===== src/rtl/cache_access_arbiter.sv =====
// Two-port front end for a direct-mapped data cache. Each access is looked
// up, refilled from main memory on a miss, and answered with one word.
//
// Request handshake: a requester raises reqN_valid with a stable reqN_addr
// and holds both until reqN_done pulses for one cycle with reqN_data valid.
// It drops reqN_valid in the cycle after done. Valid is sampled only in
// IDLE, so a request withdrawn before it is granted is never seen.
// Memory handshake: mem_read is held until mem_ready pulses for one cycle
// with the refill line on mem_data. There is no bound on that wait.
module cache_access_arbiter #(
    parameter int ADDR_W     = 15,
    parameter int WORD_W     = 32,
    parameter int LINE_WORDS = 4,
    parameter int CNT_W      = 14
) (
    input  logic                         clk,
    input  logic                         rst,
    input  logic                         req0_valid,
    input  logic [ADDR_W-1:0]            req0_addr,
    output logic                         req0_done,
    output logic [WORD_W-1:0]            req0_data,
    input  logic                         req1_valid,
    input  logic [ADDR_W-1:0]            req1_addr,
    output logic                         req1_done,
    output logic [WORD_W-1:0]            req1_data,
    output logic                         cache_read,
    output logic [ADDR_W-1:0]            cache_address,
    input  logic                         cache_hit,
    input  logic [WORD_W-1:0]            cache_data,
    output logic                         cache_write,
    output logic [LINE_WORDS*WORD_W-1:0] cache_fill_data,
    output logic                         mem_read,
    output logic [ADDR_W-1:0]            mem_address,
    input  logic                         mem_ready,
    input  logic [LINE_WORDS*WORD_W-1:0] mem_data,
    input  logic                         clr_stats,
    output logic                         busy,
    output logic [CNT_W-1:0]             hit_count,
    output logic [CNT_W-1:0]             access_count,
    output logic [2:0]                   dbgState
);

    localparam int OFF_W = $clog2(LINE_WORDS);
    localparam int LINE_W = LINE_WORDS * WORD_W;
    localparam logic [CNT_W-1:0] CNT_MAX = {CNT_W{1'b1}};

    typedef enum logic [2:0] {
        IDLE    = 3'd0,
        LOOKUP  = 3'd1,
        MEM_REQ = 3'd2,
        FILL    = 3'd3,
        RESPOND = 3'd4
    } arbStateT;

    arbStateT           state;
    arbStateT           nextState;
    logic               grantQ;      // 0: port 0 owns the access, 1: port 1
    logic               lastGrantQ;
    logic               grantPick;
    logic               anyValid;
    logic [ADDR_W-1:0]  addrQ;
    logic [LINE_W-1:0]  lineQ;
    logic [WORD_W-1:0]  req0DataQ;
    logic [WORD_W-1:0]  req1DataQ;
    logic [WORD_W-1:0]  fillWord;
    logic [WORD_W-1:0]  respWord;
    logic               respLoad;
    logic [CNT_W-1:0]   hitCntQ;
    logic [CNT_W-1:0]   accCntQ;

    // Round-robin choice: on a tie the port that did not win last time goes.
    assign anyValid  = req0_valid | req1_valid;
    assign grantPick = (req0_valid & req1_valid) ? ~lastGrantQ : req1_valid;

    // Word the requester asked for, picked out of the refill line by offset.
    assign fillWord = lineQ[WORD_W*int'(addrQ[OFF_W-1:0]) +: WORD_W];

    // Response data is loaded on a hit in LOOKUP or from the line in FILL.
    assign respLoad = ((state == LOOKUP) && cache_hit) || (state == FILL);
    assign respWord = (state == FILL) ? fillWord : cache_data;

    // State register; reset aborts any access in flight.
    always_ff @(posedge clk or negedge rst) begin
        if (!rst) state <= IDLE;
        else      state <= nextState;
    end

    // Next-state decode.
    always_comb begin
        nextState = state;
        unique case (state)
            IDLE:    if (anyValid) nextState = LOOKUP;
            LOOKUP:  nextState = cache_hit ? RESPOND : MEM_REQ;
            MEM_REQ: if (mem_ready) nextState = FILL;
            FILL:    nextState = RESPOND;
            RESPOND: nextState = IDLE;
            default: nextState = IDLE;
        endcase
    end

    // Grant, address and refill line capture.
    always_ff @(posedge clk or negedge rst) begin
        if (!rst) begin
            grantQ     <= 1'b0;
            lastGrantQ <= 1'b1;
            addrQ      <= '0;
            lineQ      <= '0;
        end else begin
            if (state == IDLE && anyValid) begin
                grantQ     <= grantPick;
                lastGrantQ <= grantPick;
                addrQ      <= grantPick ? req1_addr : req0_addr;
            end
            if (state == MEM_REQ && mem_ready) lineQ <= mem_data;
        end
    end

    // Per-port read data; the port not being served keeps its old word.
    always_ff @(posedge clk or negedge rst) begin
        if (!rst) begin
            req0DataQ <= '0;
            req1DataQ <= '0;
        end else if (respLoad) begin
            if (grantQ) req1DataQ <= respWord;
            else        req0DataQ <= respWord;
        end
    end

    // Saturating statistics; a clear beats a same-cycle increment.
    always_ff @(posedge clk or negedge rst) begin
        if (!rst) begin
            hitCntQ <= '0;
            accCntQ <= '0;
        end else if (clr_stats) begin
            hitCntQ <= '0;
            accCntQ <= '0;
        end else if (state == LOOKUP) begin
            if (accCntQ != CNT_MAX) accCntQ <= accCntQ + 1'b1;
            if (cache_hit && hitCntQ != CNT_MAX) hitCntQ <= hitCntQ + 1'b1;
        end
    end

    // Strobes are decoded straight from the state so reset drops them at once.
    assign cache_read      = (state == LOOKUP);
    assign cache_write     = (state == FILL);
    assign mem_read        = (state == MEM_REQ);
    assign busy            = (state != IDLE);
    assign req0_done       = (state == RESPOND) && !grantQ;
    assign req1_done       = (state == RESPOND) && grantQ;
    assign cache_address   = addrQ;
    assign mem_address     = {addrQ[ADDR_W-1:OFF_W], {OFF_W{1'b0}}};
    assign cache_fill_data = lineQ;
    assign req0_data       = req0DataQ;
    assign req1_data       = req1DataQ;
    assign hit_count       = hitCntQ;
    assign access_count    = accCntQ;
    assign dbgState        = state;

endmodule

===== config.mk =====
export PLATFORM = sky130hd
export DESIGN_NAME = cache_access_arbiter
export DESIGN_NICKNAME = d
export VERILOG_FILES = /design/src/rtl/cache_access_arbiter.sv
export SDC_FILE = /design/constraint.sdc
export NUM_CORES = 1
export LEC_CHECK = 0
export CAP_MARGIN = 15
export CORE_MARGIN = 8
export CORE_UTILIZATION = 25
export CTS_BUF_LIST = sky130_fd_sc_hd__clkbuf_16
export DETAILED_ROUTE_END_ITERATION = 6
export GPL_TIMING_DRIVEN = 0
export PLACE_DENSITY = 0.59
export SYNTH_ARGS = -nofsm -noshare
export SYNTH_HDL_FRONTEND = slang
export SYNTH_SLANG_ARGS = --single-unit

===== constraint.sdc =====
create_clock -name clk -period 2.6 [get_ports clk]
set_input_delay 0.26 -clock clk [delete_from_list [all_inputs] [get_ports clk]]
set_output_delay 0.26 -clock clk [all_outputs]
set_load 0.02 [all_outputs]

After elaboration in Yosys (flattened, before gate mapping)
Index checks and enable logic that the tools add are counted.

word-level totals
  bits in registers = 240
  latch bits = 0
  memory bits (writable) = 0
  bits in read-only memories = 0
  bits of input ports = 197
  output and inout bits = 259
  logic and storage cells = 55
  memories = 0

operators by class
  add/sub/neg operators = 2
  multipliers = 0
  divide/modulo/power cells = 0
  $lt $le $gt $ge = 0
  eq/ne operators = 8
  shifts and indexed selects = 1
  mux-type cells = 13
  bitwise gates (word level) = 4
  reductions and logical operators = 18

operator list
  operator                 number
  $shiftx A128 B8 Y32      1
  $mux W14                 6
  $mux W32                 1
  $add A14 B1 Y14 const B  2
  $ne A14 B14 Y1 const B   2
  $mux W15                 1
  $pmux W3 S4              1
  $reduce_and A2 Y1        5
  $mux W3                  3
  $eq A3 B2 Y1 const B     2
  $logic_and A1 B1 Y1      6
  $reduce_bool A2 Y1       3
  $eq A3 B1 Y1 const B     1
  $eq A3 B3 Y1 const B     1
  $logic_not A3 Y1         1
  $reduce_bool A3 Y1       1
  $ne A2 B1 Y1 const B     1
  $ne A2 B2 Y1 const B     1
  $not A1 Y1               2
  $and A1 B1 Y1            1
  $logic_not A1 Y1         1
  $logic_or A1 B1 Y1       1
  $mux W1                  1
  $or A1 B1 Y1             1

Longest topological paths before layout
  depth after elaboration = 5
  mapped depth = 6
  mapped depth without buffers = 5

Worst setup path after synthesis
Ideal clock, no wire load.

  path kind = reg-to-reg
  start = register state[1], in the netlist dbgState[1]
  end = register lineQ[82], in the netlist cache_fill_data[82]
  library setup time = 0.125 ns
  arrival time = 2.167 ns
  data required time = 2.475 ns
  setup slack = 0.308 ns
  cell stages (with the launch flop) = 6
  buffers on the path = 2
  clock period less this slack = 2.292 ns
  cells stage by stage = dfrtp_1 -> nor3b_1 -> and2_1 -> buf_2 -> buf_2 -> mux2_2

between the ends
  word-level cells in the longest chain between the ends = 2

RTL lines
  what                    RTL line  RTL
  start, declared         55        arbStateT state;
  start signal, assigned  85        else state <= nextState;
  $eq A3 B2 Y1            n/a
  net mem_read            32        output logic mem_read,
  $logic_and A1 B1 Y1     114       if (state == MEM_REQ && mem_ready) lineQ <= mem_data;
  end signal, assigned    114
  end, declared           62        logic [LINE_W-1:0] lineQ;

The timed path passes the listed nets, and every way through them passes these cells.
A chain may end at the register's enable or synchronous reset.

Final worst setup path
  start = register state[0], in the netlist dbgState[0]
  end = output port req0_done

between the ends
  word-level cells in the longest chain between the ends = 2

RTL lines
  what                 RTL line  RTL
  $eq A3 B3 Y1         148       assign req0_done = (state == RESPOND) && !grantQ;
  $logic_and A1 B1 Y1  148
  end, declared        20        output logic req0_done,

No other way between the ends.

==> results_dict.tcl <==
set metrics [dict create \
    worst_pin_slew_ns 0.711 \
    cts_buffer_depth 3 \
    fin_skew_ns 0.0156 \
    fin_tns_setup_ns 0 \
    cts_root_buf "clkbuf_16" \
    die_y_um 223 \
    cp-end-kind "primary output" \
    antenna_found_initial 1 \
    die_area_um2 49700 \
    max_freq_mhz 406 \
    period_share_pct 94.6 \
    max_stage_delay_ns 0.71 \
    synthArstFlopShare_pct 100 \
    ys_seq_area_share_pct 56.1 \
    drtIter0Drc 460 \
    clkTransAtPathRegs_ns 0.06 \
    postCtsSetupRepairBufs 0 \
    numCtsBuffers 30 \
    status "completed" \
    port_buffers 453 \
    core_area_um2 42700 \
    drv_slew 0 \
    synth-seq-cells 240 \
    wirelength_um 43500 \
    postSynthCellCount 829 \
    grt_pass1_wl_um 64500 \
    dpl_cell_area_um2 16000 \
    grt-ovfl-total 0 \
    route.detailed.drc 0 \
    path_class "flip-flop to primary output" \
    arrival_ns 2.20 \
    h-tree-depth 1 \
    rsz0062_at_grt "false" \
    clock_sinks 240 \
    wl_per_cell_um 23.1 \
    multi_input_area_um2 4350 \
    start_kind "flip-flop" \
    hold_violations 0 \
    synthFlopType "dfrtp_1" \
    cts_tree "yes" \
    synth_warnings 0 \
    syn-mean-instance-area_um2 12.9 \
    hold_path_class "input pin to asynchronous set/reset pin" \
    syn-cell-area_um2 10700 \
    layout.nets 1515 \
    dr.pass1.iters 4 \
    area_delta_synth_final_pct 58.3 \
    setup_viol 0 \
    drive_gt1_share_pct 20.0 \
    num-fill-cells 4156 \
    io_pins 456 \
    start_util_pct 25.1 \
    synth_enable_flop_cells 0 \
    grt_usage_pct 17.0 \
    p_per_area_nw_per_um2 1260 \
    slew_headroom_pct 52.6 \
    maxCapViolCount 0 \
    insertion_delay_ns 0.56 \
    netlist-cell-type-count 50 \
    place_congestion 0.798 \
    hpwl_um 32900 \
    vias 8697 \
    peakVddDrop_mv 0.681 \
    drt-vias-per-instance 4.62 \
    cp_max_fo 10 \
    fp.dieW_um 223 \
    crit_slowest_cell "clkdlybuf4s50_1" \
    rows 76 \
    final_cell_area_um2 17000 \
    min_period_ns 2.46 \
    total_power_mw 21.4 \
    p_leak_nw 6.90 \
    ant_nets 0 \
    first_global_vias 9561 \
    cp.required_ns 2.34 \
    seq_area_um2 6010 \
    grt_max_degree 110 \
    crit_path_cell_trace "nor4b_1, clkdlybuf4s50_1" \
]
[layout by cell type (no fill, tap or decap), drive strengths merged, types with 2 or more instances in the layout]
cell and n:
nand3 9, nand4 7, or3b 2, or4 3, nor2 29, xnor2 6, mux2i 47, a21oi 35
or4b 2, nor2b 9, nor3b 2, ha 2, dfrtp 239, inv 11, or3 6, clkinv 11
and3 3, bufinv 2, clkdlybuf4s50 450, and2 2, mux2 136, and4 3, o31ai 2, nor4b 3
nor3 5, conb 2, nand2 79, nor4 9, mux4 32, a211oi 2, o21ai 74, clkbuf 55
buf 44
[repair_timing]
| item | CTS | global route |
|---|---|---|
| endpoints found under the setup margin | 48 | 114 |
| hold buffers | 1 | 0 |
| gates resized for setup | 10 | 8 |
| endpoints found under the hold margin | 81 | 0 |
[metrics by stage]
step                hold WS (ns)  setup WS [ns]  utilization [%]  instances
floorplan                -0.0356          0.308                -        830
global placement           0.460          -9.71             37.3       1829
detailed placement         0.138         -0.272             37.5       1831
CTS                        0.128        0.00514             39.7       1883
global route               0.171        0.00110             39.7       1884
finish                     0.165          0.140             39.7       1884
[layer usage]
layer	up-vias	part of all wire (%)	GRT usage [%]	wire length, um
met1	4405	41	20.4	17700
met4	0	1.8	3.84	787
li1	3961	-	-	-
met3	49	7.6	5.27	3300
met2	282	50	29.4	21700
met5	-	0	0	0
[logic make-up after synthesis]
| family | after synthesis | synth area share [%] |
|---|---|---|
| flip-flops | 240 | 56.1 |
| multiplexers | 215 | 25.4 |
| AND/OR/NAND/NOR | 175 | 8.28 |
| AO/OA/AOI/OAI | 119 | 5.88 |
| buffers and inverters | 70 | 3.50 |
| XOR/XNOR | 7 | 0.572 |
| adder cells (fa/ha/maj) | 2 | 0.234 |
| other | 1 | 0.0350 |
[state kept, by name, summed over array words and instances (netlist names)]
name	cells
access_count	14
cache_fill_data	128
grantQ	1
lastGrantQ	1
req1_data	32
cache_address	15
dbgState	3
hit_count	14
req0_data	32
[worst max-delay path: cells and delay by family (launching register included)]
family | cells | cell delay (ns)
buffers and inverters | 1 | 0.71
AND/OR/NAND/NOR | 1 | 0.46
flip-flops | 1 | 0.48
[Yosys cell counts (all sizes together), types with 7 or more instances]
cell	number	area share (%)
a21oi	35	1.6
buf	43	2.4
clkbuf	24	0.84
dfrtp	239	56
mux2	136	14
mux2i	47	4.4
mux4	32	6.7
nand2	79	2.9
nand3	9	0.42
nand4	7	0.55
nor2	29	1.0
nor2b	9	0.53
nor4	9	0.70
o21ai	74	3.5
[power by group]
part           internal, mW  leakage (nW)  switching [mW]
clock                  2.32         0.479            1.62
combinational          5.40          3.46            5.31
sequential             5.38          2.96            1.37
total                  13.1          6.90            8.31
[worst paths after layout]
check	startpoint	end	slack (ns)	depth (start not counted)
worst max-delay path	dbgState[0]	req0_done	0.14	2
worst min-delay path	rst	hit_count[10]	0.17	2
worst max register to register	dbgState[1]	req0_data[30]	0.24	6
worst min register to register	req1_data[25]	req1_data[25]	0.48	2
max in group asynchronous	rst	cache_fill_data[53]	1.07	4
min in group clk	req0_valid	lastGrantQ	0.29	2
[layout make-up]
class | instances | share of cell area (%)
antenna | 1 | 0.0148
buffer | 65 | 2.13
clock buffer | 31 | 4.58
timing repair buffer | 456 | 27.2
sequential | 240 | 35.4
tap | 546 | 4.03
inverter | 3 | 0.140
clock inverter | 22 | 0.834
multi-input combinational | 520 | 25.7
Note: power is estimated with default switching activity, not from simulation.
